### src/rtl/trace_pkg.sv
// Shared definitions for the commit trace unit: record kinds, FSM states and
// the packed trace record. Optional build macro: TRACE_CYCLE_STAMP_EN adds a
// 32-bit cycle stamp field to every record.
package trace_pkg;

    // Record classification written into trc_kind
    typedef enum logic [2:0] {
        TRC_NOP   = 3'd0,
        TRC_REG   = 3'd1,
        TRC_LOAD  = 3'd2,
        TRC_STORE = 3'd3,
        TRC_HALT  = 3'd4
    } trc_kind_e;

    // Producer FSM: accept retires, drain after HALT, then park
    typedef enum logic [1:0] {
        ST_RUN   = 2'd0,
        ST_DRAIN = 2'd1,
        ST_DONE  = 2'd2
    } trc_state_e;

    // One trace record as stored in the FIFO
    typedef struct packed {
`ifdef TRACE_CYCLE_STAMP_EN
        logic [31:0] cycle;
`endif
        trc_kind_e   kind;
        logic [31:0] inum;
        logic [15:0] pc;
        logic [3:0]  rg;
        logic [15:0] data;
        logic [15:0] addr;
    } trc_rec_t;

    localparam int TRC_REC_W = $bits(trc_rec_t);

endpackage

### src/rtl/trace_fifo.sv
// Synchronous FIFO holding trace records. Caller guarantees push only when
// not full (or popping the same cycle) and pop only when not empty.
// Read data is the head entry taken straight from the storage registers.
module trace_fifo #(
    parameter int DEPTH = 8,
    parameter int WIDTH = 8
) (
    input  logic                     clk,
    input  logic                     rst_n,
    input  logic                     i_push,
    input  logic [WIDTH-1:0]         i_wdata,
    input  logic                     i_pop,
    output logic [WIDTH-1:0]         o_rdata,
    output logic [$clog2(DEPTH):0]   o_count,
    output logic                     o_full,
    output logic                     o_empty
);

    localparam int AW = $clog2(DEPTH);

    logic [WIDTH-1:0] r_mem [DEPTH];
    logic [AW-1:0]    r_wr_ptr;
    logic [AW-1:0]    r_rd_ptr;
    logic [AW:0]      r_count;

    // Storage array: written only on push, no reset needed (head is gated by empty)
    always_ff @(posedge clk) begin
        if (i_push) begin
            r_mem[r_wr_ptr] <= i_wdata;
        end
    end

    // Pointers and occupancy; simultaneous push and pop leaves count unchanged
    always_ff @(posedge clk or negedge rst_n) begin
        if (!rst_n) begin
            r_wr_ptr <= '0;
            r_rd_ptr <= '0;
            r_count  <= '0;
        end else begin
            if (i_push) r_wr_ptr <= r_wr_ptr + 1'b1;
            if (i_pop)  r_rd_ptr <= r_rd_ptr + 1'b1;
            case ({i_push, i_pop})
                2'b10:   r_count <= r_count + 1'b1;
                2'b01:   r_count <= r_count - 1'b1;
                default: r_count <= r_count;
            endcase
        end
    end

    assign o_rdata = r_mem[r_rd_ptr];
    assign o_count = r_count;
    assign o_full  = (r_count == (AW+1)'(DEPTH));
    assign o_empty = (r_count == '0);

endmodule

### src/rtl/commit_trace_unit.sv
// Commit trace producer: classifies retire events, stamps them with an
// instruction number, queues them and offers them on a valid/ready port.
// Optional build macro: TRACE_CYCLE_STAMP_EN (free-running cycle stamp and
// trc_cycle output).
// Handshake: a record transfers on any cycle where trc_valid && trc_ready;
// while trc_valid=1 and trc_ready=0 all trc_* outputs hold steady.
module commit_trace_unit
    import trace_pkg::*;
#(
    parameter int DEPTH        = 8,
    parameter int AFULL_MARGIN = 2
) (
    input  logic        clk,
    input  logic        rst_n,
    input  logic        ret_valid,
    input  logic [15:0] ret_pc,
    input  logic        ret_reg_we,
    input  logic [3:0]  ret_reg,
    input  logic [15:0] ret_reg_data,
    input  logic        ret_mem_re,
    input  logic        ret_mem_we,
    input  logic [15:0] ret_mem_addr,
    input  logic [15:0] ret_mem_data,
    input  logic        ret_hlt,
    output logic        trc_valid,
    input  logic        trc_ready,
    output logic [2:0]  trc_kind,
    output logic [31:0] trc_inum,
    output logic [15:0] trc_pc,
    output logic [3:0]  trc_reg,
    output logic [15:0] trc_data,
    output logic [15:0] trc_addr,
`ifdef TRACE_CYCLE_STAMP_EN
    output logic [31:0] trc_cycle,
`endif
    output logic        stall_req,
    output logic        overflow,
    output logic        halted,
    output logic [1:0]  o_dbg_state
);

    localparam int CW = $clog2(DEPTH) + 1;

    trc_state_e             r_state;
    logic [31:0]            r_inum;
    logic                   r_overflow;
    logic                   r_halted;
    trc_rec_t               w_rec;
    trc_rec_t               w_head;
    trc_rec_t               w_out;
    logic [TRC_REC_W-1:0]   w_head_bits;
    logic                   w_push_req;
    logic                   w_push;
    logic                   w_pop;
    logic                   w_full;
    logic                   w_empty;
    logic [CW-1:0]          w_count;

`ifdef TRACE_CYCLE_STAMP_EN
    logic [31:0]            r_cycle;

    // Free-running cycle counter sampled into each pushed record
    always_ff @(posedge clk or negedge rst_n) begin
        if (!rst_n) r_cycle <= '0;
        else        r_cycle <= r_cycle + 32'd1;
    end
`endif

    // Classify the retire event and build its record (priority LOAD, REG, HALT, STORE, NOP)
    always_comb begin
        w_rec      = '0;
        w_rec.inum = r_inum;
        w_rec.pc   = ret_pc;
`ifdef TRACE_CYCLE_STAMP_EN
        w_rec.cycle = r_cycle;
`endif
        if (ret_reg_we && ret_mem_re) begin
            w_rec.kind = TRC_LOAD;
            w_rec.rg   = ret_reg;
            w_rec.data = ret_reg_data;
            w_rec.addr = ret_mem_addr;
        end else if (ret_reg_we) begin
            w_rec.kind = TRC_REG;
            w_rec.rg   = ret_reg;
            w_rec.data = ret_reg_data;
        end else if (ret_hlt) begin
            w_rec.kind = TRC_HALT;
        end else if (ret_mem_we) begin
            w_rec.kind = TRC_STORE;
            w_rec.data = ret_mem_data;
            w_rec.addr = ret_mem_addr;
        end else begin
            w_rec.kind = TRC_NOP;
        end
    end

    // A full FIFO still accepts a push when the head is leaving the same cycle
    assign w_push_req = ret_valid && (r_state == ST_RUN);
    assign w_pop      = trc_ready && !w_empty;
    assign w_push     = w_push_req && (!w_full || w_pop);

    trace_fifo #(
        .DEPTH (DEPTH),
        .WIDTH (TRC_REC_W)
    ) u_fifo (
        .clk     (clk),
        .rst_n   (rst_n),
        .i_push  (w_push),
        .i_wdata (w_rec),
        .i_pop   (w_pop),
        .o_rdata (w_head_bits),
        .o_count (w_count),
        .o_full  (w_full),
        .o_empty (w_empty)
    );

    // INUM advances on every retire seen in RUN, dropped or not, so gaps show up
    always_ff @(posedge clk or negedge rst_n) begin
        if (!rst_n) begin
            r_inum     <= '0;
            r_overflow <= 1'b0;
        end else if (w_push_req) begin
            r_inum <= r_inum + 32'd1;
            if (w_full && !w_pop) r_overflow <= 1'b1;
        end
    end

    // FSM: HALT accepted -> DRAIN; HALT record consumed -> DONE (sticky until reset)
    always_ff @(posedge clk or negedge rst_n) begin
        if (!rst_n) begin
            r_state  <= ST_RUN;
            r_halted <= 1'b0;
        end else begin
            case (r_state)
                ST_RUN: begin
                    if (w_push && (w_rec.kind == TRC_HALT)) r_state <= ST_DRAIN;
                end
                ST_DRAIN: begin
                    if (w_pop && (w_head.kind == TRC_HALT)) begin
                        r_state  <= ST_DONE;
                        r_halted <= 1'b1;
                    end
                end
                default: begin
                    r_state <= ST_DONE;
                end
            endcase
        end
    end

    assign w_head = trc_rec_t'(w_head_bits);
    assign w_out  = w_empty ? trc_rec_t'('0) : w_head;

    assign trc_valid   = !w_empty;
    assign trc_kind    = w_out.kind;
    assign trc_inum    = w_out.inum;
    assign trc_pc      = w_out.pc;
    assign trc_reg     = w_out.rg;
    assign trc_data    = w_out.data;
    assign trc_addr    = w_out.addr;
`ifdef TRACE_CYCLE_STAMP_EN
    assign trc_cycle   = w_out.cycle;
`endif
    assign stall_req   = (w_count >= CW'(DEPTH - AFULL_MARGIN));
    assign overflow    = r_overflow;
    assign halted      = r_halted;
    assign o_dbg_state = r_state;

endmodule

### config.mk
export PLATFORM = sky130hd
export DESIGN_NAME = commit_trace_unit
export DESIGN_NICKNAME = d
export VERILOG_FILES = /design/src/rtl/trace_pkg.sv /design/src/rtl/trace_fifo.sv /design/src/rtl/commit_trace_unit.sv
export SDC_FILE = /design/constraint.sdc
export NUM_CORES = 1
export LEC_CHECK = 0
export ABC_AREA = 1
export CAP_MARGIN = 20
export CORE_ASPECT_RATIO = 1.4
export CORE_UTILIZATION = 40
export CTS_CLUSTER_DIAMETER = 150
export CTS_CLUSTER_SIZE = 40
export DETAILED_ROUTE_END_ITERATION = 16
export HOLD_SLACK_MARGIN = 0.03
export SYNTH_ARGS = -nofsm -noshare
export SYNTH_HDL_FRONTEND = slang
export SYNTH_SLANG_ARGS = --single-unit
### constraint.sdc
create_clock -name clk -period 6.46 [get_ports clk]
set_clock_uncertainty 0.1 [all_clocks]
set_input_delay 0.969 -clock clk [delete_from_list [all_inputs] [get_ports clk]]
set_output_delay 0.969 -clock clk [all_outputs]
set_load 0.01 [all_outputs]
* Word-level counts from Yosys, hierarchy flattened *
Memories as Yosys holds them, arrays and structs flattened.
Index checks and enable logic that the tools add are counted.

operators by class
  add/sub/neg operators = 5
  $lt $le $gt $ge = 1
  eq/ne operators = 8
  muxes and demuxes = 17
  reduce and logical (&&, ||, !) cells = 17

operators by type and width
  kind                     count
  $mux W87                 1
  $mux W32                 2
  $mux W36                 1
  $add A32 B1 Y32 const B  1
  $mux W16                 2
  $mux W3                  3
  $pmux W4 S2              1
  $logic_and A1 B1 Y1      7
  $add A3 B1 Y3 const B    2
  $eq A3 B3 Y1 const B     2
  $mux W2                  3
  $reduce_and A2 Y1        3
  $add A4 B1 Y4 const B    1
  $eq A2 B1 Y1 const B     2
  $eq A4 B4 Y1 const B     1
  $ge A4 B3 Y1 const B     1
  $logic_not A4 Y1         1
  $mux W4                  1
  $pmux W2 S2              1
  $sub A4 B1 Y4 const B    1
  $logic_not A1 Y1         3
  $eq A2 B2 Y1 const B     1
  $logic_not A2 Y1         1
  $mux W1                  2
  other kinds (4)          4

storage, ports and cells
  register bits after elaboration = 46
  RAM bits = 696
  bits of input ports = 76
  output and inout port bits = 93
  word-level logic and storage cells = 56
  memories kept = 1

memory list
  name          words  bits a word  read ports  clocked after memory_dff  write ports  line              text
  u_fifo.r_mem  8      87           1           0                         1            trace_fifo.sv:21  logic [WIDTH-1:0] r_mem [DEPTH];

* Longest topological paths before layout *
Gate-level depths: netlist (run 1).

  word-level depth = 8
  gate-level depth with buffers = 13
  mapped depth without buffers = 13

* Cells and area by module *
Synthesis (run 1) repeated with hierarchy kept, for this count alone.

unflattened totals
  cells, all modules = 2577
  area, all modules = 30611.9 µm²

by module, submodules not included
  module             instances  cells each  area each (µm²)  seq. area each (µm²)
  trace_fifo         1          2040        27482.6          21150.3
  commit_trace_unit  1          537         3129.3           900.9

* Least setup slack after synthesis (run 1) *
No wires, ideal clock.

  kind = input -> register
  start = input port ret_valid
  end = memory u_fifo.r_mem[0][0] (netlist name), enable pin
  setup time = 0.533 ns
  arrival = 5.288 ns
  slack = 0.538 ns
  stages = 5
  cells stage by stage = nand2_2 > inv_1 > nand2_1 > or2_2 > nor2_1

between the ends
  word-level cells in the longest chain between the ends = 4

ends and longest elaborated chain
  what                           line                      text
  start: declaration             commit_trace_unit.sv:15   input logic ret_valid,
  $logic_and A1 B1 Y1            commit_trace_unit.sv:98   assign w_push_req = ret_valid && (r_state == ST_RUN);
  $logic_and A1 B1 Y1            commit_trace_unit.sv:100  assign w_push = w_push_req && (!w_full || w_pop);
  $mux W1                        trace_fifo.sv:28          if (i_push) begin
  $mux W1 (implied by the code)  trace_fifo.sv:29          r_mem[r_wr_ptr] <= i_wdata;
  end: declaration               trace_fifo.sv:21

No other way between the ends.

* Worst setup path in the final report (run 1) *
  start = register u_fifo.r_rd_ptr[0]
  end = output port trc_pc[11]

between the ends
  word-level cells in the longest chain between the ends = 2

ends and longest elaborated chain
  what                      line                      text
  start: declaration        trace_fifo.sv:23          logic [AW-1:0] r_rd_ptr;
  start signal: assignment  trace_fifo.sv:41          if (i_pop) r_rd_ptr <= r_rd_ptr + 1'b1;
  $mem_v2 Z8 W87            -
  $mux W87                  commit_trace_unit.sv:152  assign w_out = w_empty ? trc_rec_t'('0) : w_head;
  end: declaration          commit_trace_unit.sv:29   output logic [15:0] trc_pc,

No other way between the ends.

==> run metrics, run 1 <==
Post-Syn Area 30330 sq um; Mean Syn Cell Area roughly 12 sq um; CP Launch Type register; Bufs on Longest Clock Path 3; vias in the first global route 19150; Slew Viols, Final about 70; sequential cell area fraction in the yosys report between 70% and 80%; Final nets 2726; total congestion overflow 0; layout overhead on the synthesized area 10.53%; synth warn 0; critical path data required time 5390 ps; final setup fails 0; most frequent CP cell o21ai_0; hpwl dp 42120 microns; unrepaired setup endpoints after global routing false; CTS H-Tree Depth 1; initial antenna violation count 2; Final Hold Vio Count 0; CP Cell Sequence buf_12, o21ai_0, o21ai_1, o21ai_0, a31oi_1, clkdlybuf4s50_1; DRT antenna net count 0; TritonRoute pass-1 iters 6; Die ar. 76940 sq um; layout cells sized above 1 3.045%; Max IR drop VDD 0.0003098 V; Unique masters post-synth 34; CTS tree built; num rows 119; pre-CTS setup slack roughly 1900 ps; slowest stage cell on the critical path dfrtp_4; initial drt markers 1779; Syn Inst Count between 2000 and 3000; CTS Hold Bufs 0; pwr/cell area 417.4 nW/um^2; CP max stage delay a little under 900 ps; Buffers on Ports 168; commonest non-fill, non-tap cell in the layout edfxtp_1; leakage power 0.01115 uW; MaxCap Viol Count 0; clock latency on the worst-skew pair 620 ps; Tmin final 5286 ps; Initial Utilization 40.34%; syn nets 2653; run status complete, but fails checks; routed via count 19440; number of setup buffers added after CTS 0; critical path peak fanout 233; Worst slew margin -5.144%; routed len/inst 20.86 microns; Hold/Removal Path Class in2async; delay-heaviest family, CP buffers and inverters; failing checks slew limit; GRT Resource Usage Total 19.38%; PostCTS Resize Cnt 0; clk sink count 742; flops & latches, synth 742; Bufs and invs on worst path 2; Peak Freq 0.1892 GHz; Worst Path Arrival 4220 ps; first-pass GRT wire length ~110000 microns; Routed WL 75710 microns; most frequent cells in the layout edfxtp_1, nor2_1, o21ai_0; Die Span X ~230 microns; # fillers slightly below 7000; final setup margin 1174 ps; final period utilization between 80% and 90%; Die Ht 327.8 microns; Worst-Margin Slew 1577 ps; DRC viols 0; final setup TNS 0 ps; Via density 5.354; Core ar. 75190 sq um; kind of critical path reg2out; final estimated routing congestion in global placement between 0.8 and 0.9; root buf cell clkbuf_16; I/O pins ~170; pin count of the biggest net entering global routing 234; CTS Buf Count 22; Worst Setup End Kind output pin; Worst-path clk slew 140 ps
synth_stat cells (all sizes together):
cell | count | area (sq um)
a21oi | 3 | 15.01
a31oi | 84 | 525.5
buf | 67 | 469.2
clkbuf | 82 | 314.0
clkinv | 1 | 3.750
dfrtp | 46 | 1151
edfxtp | 696 | 20900
ha | 6 | 75.07
inv | 88 | 335.3
nand2 | 229 | 867.1
nand3 | 29 | 150.1
nand3b | 8 | 60.06
nand4 | 2 | 12.51
nor2 | 663 | 2516
nor3 | 13 | 65.06
o21ai | 528 | 2643
o21bai | 2 | 18.77
or2 | 1 | 6.260
xnor2 | 7 | 61.31
xor2 | 16 | 140.1
per-layer routing:
layer | global-route usage [%] | up-vias | wire, microns | part of all wire [%]
li1 | - | 9125 | - | -
met1 | 23.75 | 9669 | 30810 | 41
met2 | 35.25 | 539 | 39080 | 52
met3 | 1.731 | 102 | 3103 | 4.1
met4 | 7.780 | 0 | 2717 | 3.6
met5 | 0 | - | 0 | 0
cells by family after synthesis:
| kind of cell | Yosys count | synth area share, % |
|---|---|---|
| buffers and inverters | 238 | 3.700 |
| adders and majority gates | 6 | 0.2475 |
| DFF | 742 | 72.71 |
| xor gates and xnor gates | 23 | 0.6642 |
| and+or+nand+nor | 945 | 12.12 |
| AOI/OAI and AO/OA | 617 | 10.56 |
stage by stage:
step / area [sq um] / total power (uW) / instances / hold WS, ps / util (%)
5_1_grt: 33520 / 14880 / 3630 / 389.9 / 44.58
3_5_place_dp: 32810 / 12150 / 3584 / 373.8 / 43.64
2_1_floorplan: 30330 / 9656 / 2571 / 391.5 / -
3_3_place_gp: 32810 / 12070 / 3583 / 361.8 / 43.63
4_1_cts: 33470 / 14160 / 3624 / 354.4 / 44.51
6_report: 33520 / 13990 / 3630 / 364.0 / 44.58
final timing paths:
| check | start | end | slack, ps | depth (start not counted) |
|---|---|---|---|---|
| max | u_fifo.r_rd_ptr[0] | trc_pc[11] | 1170 | 6 |
| min | rst_n | r_inum[24] | 360 | 2 |
| max reg2reg | o_dbg_state[1] | u_fifo.r_mem[3][49] | 2510 | 8 |
| min reg2reg | overflow | overflow | 400 | 1 |
| max in group asynchronous | rst_n | u_fifo.r_rd_ptr[1] | 5390 | 2 |
| min in group clk | overflow | overflow | 400 | 1 |
layout make-up:
type,instances,area (sq um),area share [%]
Sequential cell,742,22060,65.80
Tap cell,968,1211,3.613
Timing Repair Buffer,198,2022,6.031
Clock buffer,39,635.6,1.896
Antenna cell,2,5.005,0.01493
Multi-Input combinational cell,1591,7223,21.55
Inverter,89,347.8,1.038
Clock inverter,1,20.02,0.05972
worst reg2reg max path: stages, from the launching register on:
cell	delay, ps
dfrtp_1	490
nor2_1	310
nand2_2	310
inv_1	440
nand2_1	220
inv_1	180
nand2_1	280
nor2_4	670
buf_12	480
registers in the layout, summed over array words and instances, names as in the netlist:
| register | count |
|---|---|
| halted | 1 |
| o_dbg_state | 2 |
| r_inum | 32 |
| u_fifo.r_mem | 696 |
| overflow | 1 |
| u_fifo.r_wr_ptr | 3 |
| u_fifo.o_count | 4 |
| u_fifo.r_rd_ptr | 3 |
power by group:
| part | internal (uW) | total [uW] | switching (uW) |
|---|---|---|---|
| logic | 2180 | 5810 | 3630 |
| registers | 5820 | 6150 | 329 |
| clock network | 693 | 2030 | 1340 |
| total | 8690 | 14000 | 5300 |
Power figures use the tool's default switching activity.
==> run 2, diff against run 1 <==
- clock period: 6.46 -> 4.5 ns (I/O delays scaled with it)
==> run 2 against run 1 <==
Compared with the run above: critical path depth unchanged; cell count is 0.30% higher; combinational power grew 49%; critical endpoint is now trc_inum[20]; the flow now finishes without violations; critical path type unchanged.
==> run metrics, run 2 (synthesis gave the netlist of run 1 again) <==
run status complete, no violations; clock latency on the worst-skew pair 600 ps; total congestion overflow 0; initial drt markers around 1700; Worst R2R End u_fifo.o_count[3]; clk sink count 742; DRC viols 0; kind of critical path reg2out; r2r setup slk 1070 ps; CTS H-Tree Depth 1; final period utilization 94.86%; unrepaired setup endpoints after global routing false; critical path data required time 3720 ps; Top reg by flops u_fifo.r_mem; layout cells sized above 1 3.517%; Worst Setup End Kind output pin; root buf cell clkbuf_16; pin count of the biggest net entering global routing 225; Final nets 2739; leakage power 0.01126 uW; Routed WL around 73000 microns; CP Cell Sequence buf_16, o21ai_0, o21ai_1, o21ai_1, a31oi_1, clkdlybuf4s50_1; post-layout util 44.89%; Initial Utilization around 40%; placed cells 3599; Bufs on Longest Clock Path 3; Worst-path clk slew around 140 ps; Hold/Removal Path Class in2async; DRT antenna net count 0; TritonRoute pass-1 iters 9; CP Launch Type register; area of the multi-input gates 7223 sq um; Die Span X 234.7 microns; Buffers on Ports 168; slowest stage cell on the critical path clkdlybuf4s50_1; I/O pins ~170; Core ar. 75190 sq um; CTS tree built; GRT Resource Usage Total 18.51%; Bufs and invs on worst path 2; layout overhead on the synthesized area 11.29%; Slew Viols, Final 0; CP max stage delay between 600 and 700 ps; Register-to-Register Path Depth 13; Max IR drop VDD 0.0005609 V; Die Ht 327.8 microns; pwr/cell area 599.8 nW/um^2; max reg flops slightly below 700; Worst slew margin 25.43%; Die ar. 76940 sq um; final estimated routing congestion in global placement 0.7908; first-pass GRT wire length about 110000 microns; most frequent CP cell o21ai_1; delay-heaviest family, CP buffers and inverters; hpwl dp 40560 microns; vias in the first global route 19010; routed len/inst 20.11 microns; register area 22060 sq um; Worst-Margin Slew 1107 ps; CTS Buf Count 22; critical path peak fanout 224; Critical R2R Launch u_fifo.o_count[0]; initial antenna violation count 0; routed via count 19260; num rows between 100 and 150; Via density between 5 and 6; Worst Path Arrival 3490 ps; n_diodes 0; most frequent cells in the layout edfxtp_1, nor2_1, o21ai_0; Peak Freq about 0.23 GHz; commonest non-fill, non-tap cell in the layout edfxtp_1; # fillers approximately 6700; MaxCap Viol Count 0; Tmin final 4269 ps; CTS Hold Bufs 0; Final Hold Vio Count 0; final setup fails 0; Final Instance Count excl. Fillers 3641
[run 2: cell count changes in the layout (fill, tap and decap cells not counted)]
cell      previous run  this run
buf_4               18        22
clkbuf_4             3         1
diode_2              2         0
buf_12               8        19
[run 2: repair_timing]
action,in CTS,in global routing
setup endpoints to repair,0,4
resized for setup,0,1
buffers inserted,0,1
[run 2: layout make-up]
| type | instances | area share (%) |
|---|---|---|
| clock buffers | 39 | 1.883 |
| clock inverters | 1 | 0.05931 |
| inverters | 89 | 1.031 |
| multi-input cells | 1591 | 21.40 |
| flip-flops and latches | 742 | 65.35 |
| well taps | 968 | 3.588 |
| repair buffers | 211 | 6.687 |
[run 2: stage by stage]
stage	setup WS [ps]	hold WS, ps	total power [uW]	instance area (sq um)	TNS, ps
4_1_cts	73.81	100.1	20430	33720	0
6_report	231.2	91.52	20250	33750	0
3_5_place_dp	775.5	422.9	17580	33060	0
3_3_place_gp	750.6	413.4	17460	33060	0
2_1_floorplan	-1128	279.4	13850	30340	-392370
5_1_grt	43.44	136.5	21440	33750	0
[run 2: worst max path at each step]
stage	slack (ps)	to	depth (start not counted)	start
5_1_grt	40	trc_inum[17]	8	u_fifo.r_rd_ptr[0]
6_report	230	trc_inum[20]	6	u_fifo.r_rd_ptr[0]
2_1_floorplan	-1130	u_fifo.r_mem[0][0]	5	ret_valid
4_1_cts	70	trc_inum[17]	6	u_fifo.r_rd_ptr[1]
3_3_place_gp	750	trc_inum[0]	6	u_fifo.r_rd_ptr[1]
3_5_place_dp	780	trc_inum[17]	6	u_fifo.r_rd_ptr[1]
[run 2: power by group]
part           leakage (uW)  total (uW)  internal, uW  switching [uW]
clock network      0.000312        2900           996            1900
logic               0.00404        8660          3250            5420
registers           0.00690        8690          8350             332
total                0.0113       20200         12600            7650
[run 2: per-layer routing]
metal  wire, microns  vias up  global-route usage [%]  part of all wire [%]
met5               0        -                       0                     0
met2           37700      440                   33.64                    51
met1           30900     9579                   23.57                    42
met4            1889        0                   5.478                   2.6
met3            2736       80                   1.462                   3.7
li1                -     9159                       -                     -
[run 2: worst register-to-register path: cells and delay by family, from the launching register on]
| kind | cells | cell delay (ps) |
|---|---|---|
| adders and majority gates | 1 | 260 |
| DFF | 1 | 450 |
| AOI/OAI and AO/OA | 1 | 150 |
| buffers and inverters | 3 | 700 |
| and+or+nand+nor | 7 | 1510 |
| xor gates and xnor gates | 1 | 150 |
==> run 3, diff against run 2 <==
- CORE_UTILIZATION: 40 -> 47
- MAX_ROUTING_LAYER: not set -> met4
- PLACE_DENSITY: not set -> 0.68
==> run 3 against run 2 <==
Compared with the run above: first-iteration DRC count grew 43%; clock-buffer cell count fell by 1; global-route usage increased by 3.3 points; maximum frequency is 0.42% lower; register-to-register slack better by 210 ps; flip-flop and latch count stayed put; sequential power about the same; cell count down 3.8%; critical path depth unchanged; final area down 0.60%; largest cell class unchanged; power shrank 0.67%; non-clock buffer count unchanged.
==> run metrics, run 3 (synthesis gave the netlist of run 1 again) <==
Top reg by flops u_fifo.r_mem; slowest stage cell on the critical path dfrtp_4; Worst-path clk slew roughly 140 ps; hpwl dp 39410 microns; unrepaired setup endpoints after global routing false; Max IR drop VDD 0.0006998 V; first-pass GRT wire length 108300 microns; Final Hold Vio Count 0; DRT antenna net count 0; Worst Setup End Kind output pin; Worst R2R End u_fifo.r_mem[4][0]; Worst slew margin 28.44%; routed len/inst 20.04 microns; routed via count between 15000 and 20000; Critical R2R Launch o_dbg_state[1]; register area 22060 sq um; Worst Path Arrival around 3500 ps; Final nets about 2700; I/O pins 169; initial antenna violation count 0; clock latency on the worst-skew pair roughly 600 ps; met2 GRT Util 37.68%; Routed WL 70240 microns; # fillers ~5300; TritonRoute pass-1 iters 5; num rows 109; DRC viols 0; kind of critical path reg2out; Hold Slack 460.0 ps; MaxCap Viol Count 0; layout cells sized above 1 3.481%; run status complete, no violations; root buf cell clkbuf_16; layout overhead on the synthesized area 10.62%; met3 usage in global routing 1.424%; initial drt markers 2365; vias in the first global route 18930; GRT Resource Usage Total between 20% and 30%; critical path peak fanout 67; Initial Utilization 47.82%; number of setup buffers added after CTS 0; Hold/Removal Path Class in2async; Peak Freq approximately 0.23 GHz; Register-to-Register Path Depth 7; CTS H-Tree Depth 1; Tmin final 4287 ps; final period utilization 95.26%; CP Launch Type register; n_diodes 0; Via density between 5 and 6; final setup fails 0; final setup TNS 0 ps; Die ar. around 66000 sq um; pin count of the biggest net entering global routing 217; busiest grt layer met2; clk sink count 742; r2r setup slk ~1300 ps; area of the multi-input gates 7223 sq um; max reg flops between 600 and 700; CP max stage delay 900 ps; most frequent cells in the layout edfxtp_1, nor2_1, o21ai_0; Core ar. between 60000 and 70000 sq um; CTS tree built; pwr/cell area around 600 nW/um^2; Worst-Margin Slew 1073 ps; leakage power 0.01124 uW; total congestion overflow 0; met1 usage 28.21%; Buffers on Ports approximately 170; Bufs on Longest Clock Path 3; commonest non-fill, non-tap cell in the layout edfxtp_1; Die Span X 216.7 microns; Die Ht 302.6 microns; critical path data required time 3720 ps; CP Cell Sequence clkinv_2, buf_4, nor2_1, o21ai_0, a31oi_1, clkdlybuf4s50_1; final estimated routing congestion in global placement 0.8400; Slew Viols, Final 0; CTS Buf Count 22
-- run 3: worst max-delay path: cells and delay by family (launching register included) --
family / cells / cell delay, ps
DFF: 1 / 900
buffers and inverters: 3 / 1240
and+or+nand+nor: 1 / 200
AOI/OAI and AO/OA: 2 / 550
-- run 3: area by class of cell --
type,count,share of cell area [%]
flip-flops and latches,742,65.75
clock inverters,1,0.05967
well taps,832,3.103
clock buffers,38,1.883
inverters,89,1.037
multi-input cells,1591,21.53
repair buffers,211,6.638
-- run 3: worst max path at each step --
stage,startpoint,to,slack (ps),cells past startpoint
global placement,u_fifo.r_rd_ptr[1],trc_inum[17],920,6
global route,u_fifo.r_rd_ptr[0],trc_inum[17],60,8
detailed placement,u_fifo.r_rd_ptr[1],trc_inum[17],910,6
finish,u_fifo.r_rd_ptr[1],trc_inum[17],210,6
CTS,u_fifo.r_rd_ptr[1],trc_inum[17],220,6
floorplan,ret_valid,u_fifo.r_mem[0][0],-1130,5
-- run 3: report_power, final --
part	internal [uW]	switching, uW	leakage (uW)	total (uW)
sequential	8350	368	0.00690	8720
clock	993	1910	0.000311	2900
combinational	3210	5280	0.00403	8490
-- run 3: routing by layer --
metal,vias to the layer above,part of all wire (%)
met4,0,2.1
met5,-,0
met3,72,4.9
li1,9147,-
met1,9570,42
met2,569,51
-- run 3: per-stage QoR --
| step | worst slack [ps] | power, uW | std cells | util [%] | area [sq um] |
|---|---|---|---|---|---|
| floorplan | -1128 | 13850 | 2571 | - | 30340 |
| global placement | 922.6 | 17270 | 3460 | 51.79 | 32850 |
| detailed placement | 909.7 | 17430 | 3460 | 51.79 | 32850 |
| CTS | 222.0 | 20260 | 3499 | 52.82 | 33500 |
| global route | 60.66 | 21280 | 3504 | 52.90 | 33550 |
| finish | 213.3 | 20110 | 3504 | 52.90 | 33550 |
-- run 3: repair_timing --
action                                 4_1_cts  5_1_grt
resized for setup                            0        0
hold buffers                                 0        1
endpoints found under the hold margin        0       15
